[config.mk]
export PLATFORM = sky130hd
export DESIGN_NAME = reg_access_arbiter_flat
export DESIGN_NICKNAME = d
export VERILOG_FILES = /design/src/rtl/reg_access_arbiter_if.sv /design/src/rtl/reg_access_arbiter.sv /design/src/flat_wrapper.sv
export SDC_FILE = /design/constraint.sdc
export NUM_CORES = 1
export LEC_CHECK = 0
export BUFFER_PORTS_ARGS = -buffer_cell sky130_fd_sc_hd__buf_4
export CAP_MARGIN = 40
export CELL_PAD_IN_SITES_DETAIL_PLACEMENT = 2
export CELL_PAD_IN_SITES_GLOBAL_PLACEMENT = 2
export CORE_ASPECT_RATIO = 2
export CORE_MARGIN = 2
export CORE_UTILIZATION = 29
export CTS_BUF_LIST = sky130_fd_sc_hd__clkbuf_16
export DETAILED_ROUTE_END_ITERATION = 7
export GPL_ROUTABILITY_DRIVEN = 1
export MAX_ROUTING_LAYER = met4
export PLACE_DENSITY_LB_ADDON = 0.1
export SKIP_LAST_GASP = 1
export SLEW_MARGIN = 40
export SYNTH_ARGS = -nofsm -noshare
export SYNTH_HDL_FRONTEND = slang
export SYNTH_SLANG_ARGS = --single-unit
[constraint.sdc]
create_clock -name Clock -period 2.1 [get_ports Clock]
set_input_delay 0.42 -clock Clock [delete_from_list [all_inputs] [get_ports Clock]]
set_output_delay 0.42 -clock Clock [all_outputs]
set_load 0.03 [all_outputs]
[src/rtl/reg_access_arbiter_if.sv]
// Bus bundle between two requesters and the register-access arbiter.
// The arbiter drives the slave side; the requesters and the register sit on the master side.
interface reg_access_arbiter_if;
  logic        Req0;
  logic        Req1;
  logic [2:0]  Op0;
  logic [2:0]  Op1;
  logic [15:0] Data0;
  logic [15:0] Data1;
  logic [3:0]  Len0;
  logic [3:0]  Len1;
  logic        Ack0;
  logic        Ack1;
  logic        Gnt0;
  logic        Gnt1;
  logic        E;
  logic [2:0]  FunSel;
  logic [15:0] I;
  logic        Busy;

  modport slave (
    input  Req0, Req1, Op0, Op1, Data0, Data1, Len0, Len1,
    output Ack0, Ack1, Gnt0, Gnt1, E, FunSel, I, Busy
  );

  modport master (
    output Req0, Req1, Op0, Op1, Data0, Data1, Len0, Len1,
    input  Ack0, Ack1, Gnt0, Gnt1, E, FunSel, I, Busy
  );
endinterface

[src/rtl/reg_access_arbiter.sv]
// Round-robin arbiter giving two requesters repeated access to one register.
// Every output is a flop, so no request-side input reaches an output combinationally.
module reg_access_arbiter (
  input  logic                 Clock,
  input  logic                 Reset,
  reg_access_arbiter_if.slave  bus
);

  typedef enum logic [1:0] {
    IDLE = 2'd0,
    EXEC = 2'd1,
    ACK  = 2'd2
  } state_t;

  state_t      state;
  logic [3:0]  count;
  logic        ptr;
  logic        e_r;
  logic [2:0]  funsel_r;
  logic [15:0] i_r;
  logic        gnt0_r;
  logic        gnt1_r;
  logic        ack0_r;
  logic        ack1_r;
  logic        busy_r;

  logic        win;
  logic [2:0]  win_op;
  logic [15:0] win_data;
  logic [3:0]  win_len;

  // On a tie the requester that was not granted last wins.
  function automatic logic pick_winner(input logic r0, input logic r1, input logic last);
    if (r0 && r1) begin
      return ~last;
    end
    return r1 & ~r0;
  endfunction

  always_comb begin
    win      = pick_winner(bus.Req0, bus.Req1, ptr);
    win_op   = win ? bus.Op1   : bus.Op0;
    win_data = win ? bus.Data1 : bus.Data0;
    win_len  = win ? bus.Len1  : bus.Len0;
  end

  always_ff @(posedge Clock or posedge Reset) begin
    if (Reset) begin
      state    <= IDLE;
      count    <= 4'd0;
      ptr      <= 1'b1;
      e_r      <= 1'b0;
      funsel_r <= 3'b000;
      i_r      <= 16'd0;
      gnt0_r   <= 1'b0;
      gnt1_r   <= 1'b0;
      ack0_r   <= 1'b0;
      ack1_r   <= 1'b0;
      busy_r   <= 1'b0;
    end else begin
      case (state)
        IDLE: begin
          ack0_r <= 1'b0;
          ack1_r <= 1'b0;
          if (bus.Req0 || bus.Req1) begin
            state    <= EXEC;
            ptr      <= win;
            count    <= win_len;
            gnt0_r   <= ~win;
            gnt1_r   <= win;
            e_r      <= 1'b1;
            funsel_r <= win_op;
            i_r      <= win_data;
            busy_r   <= 1'b1;
          end
        end
        EXEC: begin
          // FunSel/I hold the values captured at grant time for the whole burst.
          if (count == 4'd0) begin
            state    <= ACK;
            e_r      <= 1'b0;
            funsel_r <= 3'b000;
            i_r      <= 16'd0;
            ack0_r   <= gnt0_r;
            ack1_r   <= gnt1_r;
          end else begin
            count <= count - 4'd1;
          end
        end
        ACK: begin
          state  <= IDLE;
          ack0_r <= 1'b0;
          ack1_r <= 1'b0;
          gnt0_r <= 1'b0;
          gnt1_r <= 1'b0;
          busy_r <= 1'b0;
        end
        default: begin
          state    <= IDLE;
          e_r      <= 1'b0;
          funsel_r <= 3'b000;
          i_r      <= 16'd0;
          gnt0_r   <= 1'b0;
          gnt1_r   <= 1'b0;
          ack0_r   <= 1'b0;
          ack1_r   <= 1'b0;
          busy_r   <= 1'b0;
        end
      endcase
    end
  end

  assign bus.E      = e_r;
  assign bus.FunSel = funsel_r;
  assign bus.I      = i_r;
  assign bus.Gnt0   = gnt0_r;
  assign bus.Gnt1   = gnt1_r;
  assign bus.Ack0   = ack0_r;
  assign bus.Ack1   = ack1_r;
  assign bus.Busy   = busy_r;

endmodule

[src/flat_wrapper.sv]
// flat-port wrapper written by rule: the top's interface ports become plain ports
module reg_access_arbiter_flat 
  (Clock, Reset, bus_Req0, bus_Req1, bus_Op0, bus_Op1, bus_Data0, bus_Data1, bus_Len0, bus_Len1, bus_Ack0, bus_Ack1, bus_Gnt0, bus_Gnt1, bus_E, bus_FunSel, bus_I, bus_Busy);
  reg_access_arbiter_if bus_i ();
  input  logic Clock;
  input  logic Reset;
  input wire logic [$bits(bus_i.Req0)-1:0] bus_Req0;
  input wire logic [$bits(bus_i.Req1)-1:0] bus_Req1;
  input wire logic [$bits(bus_i.Op0)-1:0] bus_Op0;
  input wire logic [$bits(bus_i.Op1)-1:0] bus_Op1;
  input wire logic [$bits(bus_i.Data0)-1:0] bus_Data0;
  input wire logic [$bits(bus_i.Data1)-1:0] bus_Data1;
  input wire logic [$bits(bus_i.Len0)-1:0] bus_Len0;
  input wire logic [$bits(bus_i.Len1)-1:0] bus_Len1;
  output wire logic [$bits(bus_i.Ack0)-1:0] bus_Ack0;
  output wire logic [$bits(bus_i.Ack1)-1:0] bus_Ack1;
  output wire logic [$bits(bus_i.Gnt0)-1:0] bus_Gnt0;
  output wire logic [$bits(bus_i.Gnt1)-1:0] bus_Gnt1;
  output wire logic [$bits(bus_i.E)-1:0] bus_E;
  output wire logic [$bits(bus_i.FunSel)-1:0] bus_FunSel;
  output wire logic [$bits(bus_i.I)-1:0] bus_I;
  output wire logic [$bits(bus_i.Busy)-1:0] bus_Busy;
  assign bus_i.Req0 = bus_Req0;
  assign bus_i.Req1 = bus_Req1;
  assign bus_i.Op0 = bus_Op0;
  assign bus_i.Op1 = bus_Op1;
  assign bus_i.Data0 = bus_Data0;
  assign bus_i.Data1 = bus_Data1;
  assign bus_i.Len0 = bus_Len0;
  assign bus_i.Len1 = bus_Len1;
  assign bus_Ack0 = bus_i.Ack0;
  assign bus_Ack1 = bus_i.Ack1;
  assign bus_Gnt0 = bus_i.Gnt0;
  assign bus_Gnt1 = bus_i.Gnt1;
  assign bus_E = bus_i.E;
  assign bus_FunSel = bus_i.FunSel;
  assign bus_I = bus_i.I;
  assign bus_Busy = bus_i.Busy;
  reg_access_arbiter u_core (.Clock(Clock), .Reset(Reset), .bus(bus_i));
endmodule
# After elaboration in Yosys (flattened, before gate mapping)
# Cells that the tools add are included.
dict set report op_classes {
  add_sub_neg 1
  eq_ne 5
  mux 30
  n_bitwise 6
  reduce_logical 10
}
# cell count
set ops {}
lappend ops {{16-bit two-way mux} 3}
lappend ops {{16-bit one-hot mux with 3 select lines} 1}
lappend ops {{4-bit two-way mux} 3}
lappend ops {{1-bit two-way mux} 11}
lappend ops {{3-bit two-way mux} 3}
lappend ops {{3-bit one-hot mux with 3 select lines} 1}
lappend ops {{4-bit one-hot mux with 2 select lines} 1}
lappend ops {{1-bit one-hot mux with 2 select lines} 3}
lappend ops {{2-bit AND reduction} 3}
lappend ops {{3-bit AND reduction} 2}
lappend ops {{1-bit inverter} 5}
lappend ops {{4-bit zero test} 1}
lappend ops {{2-bit two-way mux} 2}
lappend ops {{2-bit by 1-bit != test with 1-bit output (second input constant)} 2}
lappend ops {{2-bit one-hot mux with 2 select lines} 1}
lappend ops {{4-bit by 1-bit subtractor with 4-bit output (second input constant)} 1}
lappend ops {{1-bit one-hot mux with 3 select lines} 1}
lappend ops {{2-bit by 1-bit == test with 1-bit output (second input constant)} 1}
lappend ops {{2-bit == test (second input constant)} 1}
lappend ops {{2-bit zero test} 1}
lappend ops {{2-bit != test (second input constant)} 1}
lappend ops {{2-bit nonzero test} 1}
lappend ops {{1-bit AND} 1}
lappend ops {{1-bit logical AND} 1}
lappend ops {{1-bit logical OR} 1}
dict set report totals {
  reg_bits 32
  in_bits 50
  out_inout_bits 25
  wordCells 63
}

# Longest topological paths before layout
# Gate-level depths: netlist (run 1).
dict set report depth {
  ltp_word 6
  depth_mapped 8
  depth_no_buf 6
}

# Least setup slack after synthesis (run 1)
# Ideal clock, no wire load.
dict set report synth_path {
  path_kind {register to register}
  startpoint {register u_core.count[0]}
  endpoint {register u_core.funsel_r[1], in the netlist u_core.bus.FunSel[1]}
  setup_time_ps 118
  arrival_ps 1488
  required_ps 1982
  setup_slack_ps 494
  stages_incl_launch_ff 9
  path_buffers 2
  synth_period_minus_slack_ps 1606
  cell_sequence {dfrtp_1 > inv_1 > ha_1 > nor3b_4 > o21ai_2 > o31a_1 > buf_6 > buf_8 > a21o_1}
}
dict set report synth_via {
  elab_chain_cells 3
}
# element line
set synth_lines {}
lappend synth_lines {{start, declared} reg_access_arbiter.sv:16} ;# logic [3:0] count;
lappend synth_lines {{start signal, assigned} reg_access_arbiter.sv:68} ;# count <= win_len;
lappend synth_lines {{start signal, assigned} reg_access_arbiter.sv:87} ;# count <= count - 4'd1;
lappend synth_lines {{4-bit zero test} reg_access_arbiter.sv:79} ;# if (count == 4'd0) begin
lappend synth_lines {{2-bit by 1-bit != test with 1-bit output (no source line)} n/a}
lappend synth_lines {{3-bit AND reduction (no source line)} n/a}
lappend synth_lines {{end signal, assigned} reg_access_arbiter.sv:72} ;# funsel_r <= win_op;
lappend synth_lines {{end, declared} reg_access_arbiter.sv:19} ;# logic [2:0] funsel_r;
# Every way passes these cells.
# A chain may end at the register's enable or synchronous reset.

# Worst setup path in the final report (run 1)
dict set report layout_path {
  startpoint {register u_core.count[0]}
  endpoint {register u_core.count[1]}
}
dict set report layout_via {
  elab_chain_cells 3
  elab_cells_between_ends 6
  cone_classes {add/sub: 1; eq/ne: 1; mux: 2; reduce/logical: 2}
}
# element line
set layout_lines {}
lappend layout_lines {{4-bit by 1-bit subtractor with 4-bit output / 4-bit zero test (equally long branches)} {reg_access_arbiter.sv:87, reg_access_arbiter.sv:79}}
lappend layout_lines {{4-bit two-way mux / 2-bit != test (equally long branches)} n/a}
lappend layout_lines {{4-bit one-hot mux with 2 select lines / 3-bit AND reduction (equally long branches)} n/a}
# Several ways; a longest one is shown, not always the timed one. The select of a mux whose other input is x is not followed.

==> results of run 1 <==
-- flip-flops by register name, summed over array words and instances (netlist names) --
| register | cells |
|---|---|
| u_core.bus.Busy | 1 |
| u_core.bus.Gnt0 | 1 |
| u_core.bus.Ack1 | 1 |
| u_core.count | 4 |
| u_core.bus.E | 1 |
| u_core.bus.Ack0 | 1 |
| u_core.state | 2 |
| u_core.bus.I | 16 |
| u_core.ptr | 1 |
| u_core.bus.FunSel | 3 |
| u_core.bus.Gnt1 | 1 |
-- how the worst min path moves through the flow --
stage | from | to | slack [ns] | depth (start not counted)
final | Reset | u_core.count[0] | 0.25 | 3
after detailed placement | u_core.bus.I[12] | u_core.bus.I[12] | 0.47 | 1
after global placement | u_core.bus.I[12] | u_core.bus.I[12] | 0.47 | 1
after CTS | Reset | u_core.bus.I[14] | 0.27 | 3
after floorplan | bus_Req0 | u_core.ptr | 0.49 | 1
after global routing | Reset | u_core.bus.I[8] | 0.29 | 3
-- worst max-delay path, cell delays in order (launching register included) --
cell	delay [ns]
dfrtp_1	0.39
inv_1	0.06
ha_1	0.23
nor3b_4	0.17
buf_4	0.16
a211o_2	0.43
a21oi_1	0.19
a22o_1	0.17
-- stage by stage --
| step | util [%] | setup slack (ns) | std cells | hold WS (ns) | power, mW |
|---|---|---|---|---|---|
| 2_1_floorplan | - | 0.4941 | 157 | 0.4900 | 2.610 |
| 3_3_place_gp | 39.94 | 0.2693 | 289 | 0.4650 | 3.195 |
| 3_5_place_dp | 39.94 | 0.1499 | 289 | 0.4672 | 3.301 |
| 4_1_cts | 42.23 | 0.1271 | 297 | 0.2661 | 4.019 |
| 5_1_grt | 42.25 | 0.1654 | 297 | 0.2935 | 4.210 |
| 6_report | 42.25 | 0.2450 | 297 | 0.2488 | 3.956 |
-- routing by layer --
layer  share of wire (%)  up-vias  GRT usage, %
met3                 3.4        9         2.373
met2                  62       48         35.24
met5                   0        -             -
li1                    -      725             -
met4                 1.6        0         6.515
met1                  33      801         17.27
-- logic make-up (layout without fill, tap and decap cells) --
group / count (synthesis) / in the layout / synth area share, %
buf+inv: 18 / 95 / 7.042
mux: 24 / 24 / 13.52
flops: 32 / 32 / 45.14
simple gates: 42 / 42 / 16.27
compound gates: 39 / 39 / 16.83
fa+ha+maj: 1 / 1 / 0.7041
xor+xnor: 1 / 1 / 0.4930
-- cells in the mapped netlist (2+ instances only) --
library cell  number
a21o_2             2
inv_1              4
nor4_2             7
nor2_1            10
nor4_1            12
o31ai_1            2
nand2b_1           5
nor3_1             2
a21o_1            18
mux2i_1           24
buf_2              4
nand2_1            2
clkbuf_1           2
buf_1              2
buf_6              2
dfrtp_1           31
buf_8              3
a21oi_1            6
-- what timing repair did --
action                     CTS  global route
gates resized for setup      0             1
setup endpoints to repair    0            17
hold buffers                 0             0
-- where the power goes --
group | internal [mW] | switching [mW]
clock | 0.425 | 0.251
sequential | 0.926 | 0.249
combinational | 0.893 | 1.21
-- layout make-up --
class / instances / area (um^2) / share of cell area, %
clock inverter: 3 / 11.26 / 0.4475
clock buffer: 5 / 125.1 / 4.973
inverter: 4 / 15.01 / 0.5967
sequential: 32 / 802.0 / 31.87
tap: 63 / 78.83 / 3.133
timing repair buffer: 83 / 623.1 / 24.76
multi-input combinational: 107 / 860.8 / 34.21
==> reports/metrics.yaml, run 1 <==
status:
  outcome: "finished clean"
worst_setup_path:
  crit_arrival_ns: 2.07
  cp-endpoint: "u_core.count[1]"
  worst-setup-path-type: "flop to flop"
  startpoint: "u_core.count[0]"
  r2r_start: "u_core.count[0]"
  start_kind: "flop"
  timing.rr.end: "u_core.count[1]"
  reg2reg_slack_ns: 0.24
  crit_fanout: 9
  required_ns: 2.31
  r2r_cells: 7
  cp-end-kind: "flop"
pwr:
  leakagePower_nw: 1.325
  ir_drop_mv: 0.6570
  powerDensity_nw_per_um2: 1572
detailed_routing:
  drt_wl_total_um: 5721
  drt_pass1_iterations: 4
  ant_nets: 0
  routedWlPerCell_um: 19.26
  via_count: 1583
  remaining_drc_errors: 0
  viasPerCell: 5.330
  drt_iter0_drc: 46
clocking:
  cts_max_level: 2
  clk_latency_ns: 0.27
  numCtsBuffers: 5
  cts.clk_slew.worst_paths_ns: 0.05
  cts_setup_buffers: 0
  clock-sinks: 32
  cts_max_path_buffers: 2
  cts_tree: "yes"
  cts_root_buffer: "clkbuf_16"
logic_synthesis:
  synth_top_flop_cell: "dfrtp_1"
  yosysTopAreaCellShare_pct: 43.66
  syn_area_per_cell_um2: 11.32
  synth_nets: 208
  netlist_area_um2: 1777
  synth_seq_area_share_pct: 45.14
  async_flop_share_pct: 100.0
  synthCells: 157
  synth_enable_flop_cells: 0
  ys_seq_elements: 32
  netlist-cell-type-count: 37
  synth_area_leaders: "dfrtp_1, mux2i_1, a21o_1"
  yosys.area.top_type: "dfrtp_1"
  yosys_warnings: 0
timing:
  fin_crit_sh_pct: 88.34
  slew_headroom_pct: 71.45
  drv_slew: 0
  tightest_slew_ns: 0.4282
  skew_ns: 0.006279
  min_period_ns: 1.855
  hold_viol: 0
  rsz0062_at_grt: "no"
  setup_viol: 0
  tns_ns: 0
  max_freq_mhz: 539.1
global_routing:
  grt_use_total_pct: 18.26
  globalRoute.totalOverflow: 0
  grt_max_degree: 33
  grt_pass1_vias: 1817
  grt_pass1_wl_um: 8887
  antenna_found_initial: 0
final_layout:
  syn_to_final_growth_pct: 41.62
  mostFrequentLayoutCell: "buf_4"
  final_cell_mix: "buf_4, dfrtp_1, mux2i_1, a21o_1, nor4_1"
  nFillCells: 665
  antenna_cells: 0
  nets: 284
  fin_area_um2: 2516
  layout-drive-gt1-share_pct: 45.30
floorplanning:
  core-area_um2: 5956
  die_x_um: 59.35
  core.rowCount: 40
  start_util_pct: 29.83
  die_area_um2: 6806
  num_io_pins: 75
  die_y_um: 114.7
place:
  io_buffers: 74
  hpwlAfterDp_um: 4356
  gp_congestion: 0.7137
  place_area_um2: 2379
job:
  max_cap_viol_count: 0
min_path:
  hold_path.class: "input pin to async pin"
(Power assumes the default switching activity.)
==> inputs of run 2 (changes only) <==
--- a/config.mk
+++ b/config.mk
@@ -12,11 +12,11 @@
 export CORE_ASPECT_RATIO = 2
 export CORE_MARGIN = 2
 export CORE_UTILIZATION = 29
-export CTS_BUF_LIST = sky130_fd_sc_hd__clkbuf_16
+export CTS_BUF_LIST = sky130_fd_sc_hd__clkbuf_8 sky130_fd_sc_hd__clkbuf_16
 export DETAILED_ROUTE_END_ITERATION = 7
 export GPL_ROUTABILITY_DRIVEN = 1
 export MAX_ROUTING_LAYER = met4
-export PLACE_DENSITY_LB_ADDON = 0.1
+export PLACE_DENSITY = 0.84
 export SKIP_LAST_GASP = 1
 export SLEW_MARGIN = 40
 export SYNTH_ARGS = -nofsm -noshare
==> reports/metrics.yaml, run 2 (synthesis results as in run 1) <==
status:
  outcome: "finished clean"
timing:
  drv_slew: 0  # unchanged
  max_freq_mhz: 532.7  # -1.2%
  tns_ns: 0  # unchanged
  min_period_ns: 1.877  # +0.02213 ns
  skew_ns: 0.002573  # -0.003706 ns
  slew_headroom_pct: 71.23  # -0.23 points
  tightest_slew_ns: 0.4316  # +0.003391 ns
  setup_viol: 0  # unchanged
  fin_crit_sh_pct: 89.39  # +1.1 points
  hold_ws_ns: 0.2442  # -0.004527 ns
  hold_viol: 0  # unchanged
  rsz0062_at_grt: "no"
floorplanning:
  core-area_um2: 5956  # unchanged
  die_area_um2: 6806  # unchanged
  die_y_um: 114.7  # unchanged
  num_io_pins: 75  # unchanged
  die_x_um: 59.35  # unchanged
  core.rowCount: 40  # unchanged
  start_util_pct: 29.83  # unchanged
final_layout:
  final_util_pct: 42.61  # +0.36 points
  final_cell_mix: "buf_4, dfrtp_1, mux2i_1, a21o_1, nor4_1"
  mostFrequentLayoutCell: "buf_4"
  nets: 283  # -0.35%
  largest_register_ffs: 16  # unchanged
  layout-drive-gt1-share_pct: 46.12  # +0.82 points
  antenna_cells: 0  # unchanged
  nFillCells: 629  # -5.4%
  syn_to_final_growth_pct: 42.82
clocking:
  cts_max_path_buffers: 2  # unchanged
  numCtsBuffers: 5  # unchanged
  cts_hold_buffers: 0  # unchanged
  cts_root_buffer: "clkbuf_16"
  clk_latency_ns: 0.27  # about the same
  cts_resized: 0  # unchanged
  cts.clk_slew.worst_paths_ns: 0.05  # about the same
  clock-sinks: 32  # unchanged
  cts_setup_buffers: 0  # unchanged
  cts_tree: "yes"
  cts_max_level: 2  # unchanged
detailed_routing:
  drt_pass1_iterations: 3  # -1
  routedWlPerCell_um: 18.11  # -6.0%
  drt_wl_total_um: 5342  # -6.6%
  ant_nets: 0  # unchanged
  remaining_drc_errors: 0  # unchanged
  drt_iter0_drc: 13  # -72%
  viasPerCell: 5.271  # -1.1%
  via_count: 1555  # -1.8%
global_routing:
  antenna_found_initial: 0  # unchanged
  grt_max_degree: 33  # unchanged
  grt_pass1_wl_um: 8776  # -1.2%
  grt_pass1_vias: 1816  # -0.055%
  grt_use_total_pct: 17.61  # -0.64 points
  globalRoute.totalOverflow: 0  # unchanged
worst_setup_path:
  required_ns: 2.25  # -0.06 ns
  cp-end-kind: "flop"
  worst-setup-path-type: "flop to flop"
  crit_arrival_ns: 2.03  # -0.04 ns
  r2r_start: "u_core.count[0]"
  crit_fanout: 9  # unchanged
  r2r_cells: 6  # -1
  startpoint: "u_core.count[0]"
  start_kind: "flop"
job:
  max_cap_viol_count: 0  # unchanged
pwr:
  leakagePower_nw: 1.327  # about the same
  power_mw: 3.999  # +1.1%
  ir_drop_mv: 0.7595  # +16%
  powerDensity_nw_per_um2: 1576  # +0.24%
place:
  gp_congestion: 0.7589  # +6.3%
  hpwlAfterDp_um: 4052  # -7.0%
  io_buffers: 74  # unchanged
min_path:
  hold_path.class: "input pin to async pin"
## run 2: cell count changes in the layout (fill, tap and decap cells not counted)
cell and change:
buf_12 +1, clkbuf_8 +2, buf_4 -2, clkinv_1 -1, inv_1 -2
## run 2: layout make-up
type	instances	area, um^2	area share [%]
clock buffer	7	152.6	6.016
inverter	4	15.01	0.5917
multi-input combinational	107	860.8	33.93
sequential	32	802.0	31.61
tap	63	78.83	3.107
timing repair buffer	82	628.1	24.75
## run 2: path summary, 6_finish.rpt
check                                        to  slack (ns)
worst min register to register  u_core.bus.I[4]        0.48
worst max register to register  u_core.count[0]        0.22
worst min-delay path            u_core.count[0]        0.24
min in group Clock                   u_core.ptr        0.38
worst max-delay path            u_core.count[0]        0.22
max in group asynchronous            u_core.ptr        1.51
## run 2: power breakdown
group | switching [mW] | internal, mW
logic | 1.19 | 0.897
registers | 0.239 | 0.926
clock network | 0.246 | 0.497
## run 2: per-stage QoR
stage	cell area, um^2	cells	setup WS, ns
final	2537	295	0.2228
after detailed placement	2384	288	0.1199
after global placement	2384	288	0.2228
after global routing	2537	295	0.08301
after floorplan	1777	157	0.4941
after CTS	2536	295	0.09805
## run 2: layer usage
metal	vias to the layer above	share of wire, %	global-route usage [%]
met4	0	1.1	5.455
met5	-	0	-
met3	4	3.1	2.938
met1	780	35	17.65
li1	726	-	-
met2	45	61	32.97
## run 2: critical path: stages, from the launching register on
cell	delay, ns
dfrtp_1	0.39
inv_1	0.06
ha_1	0.22
nor3b_4	0.16
buf_4	0.16
a211o_2	0.43
o31ai_1	0.33
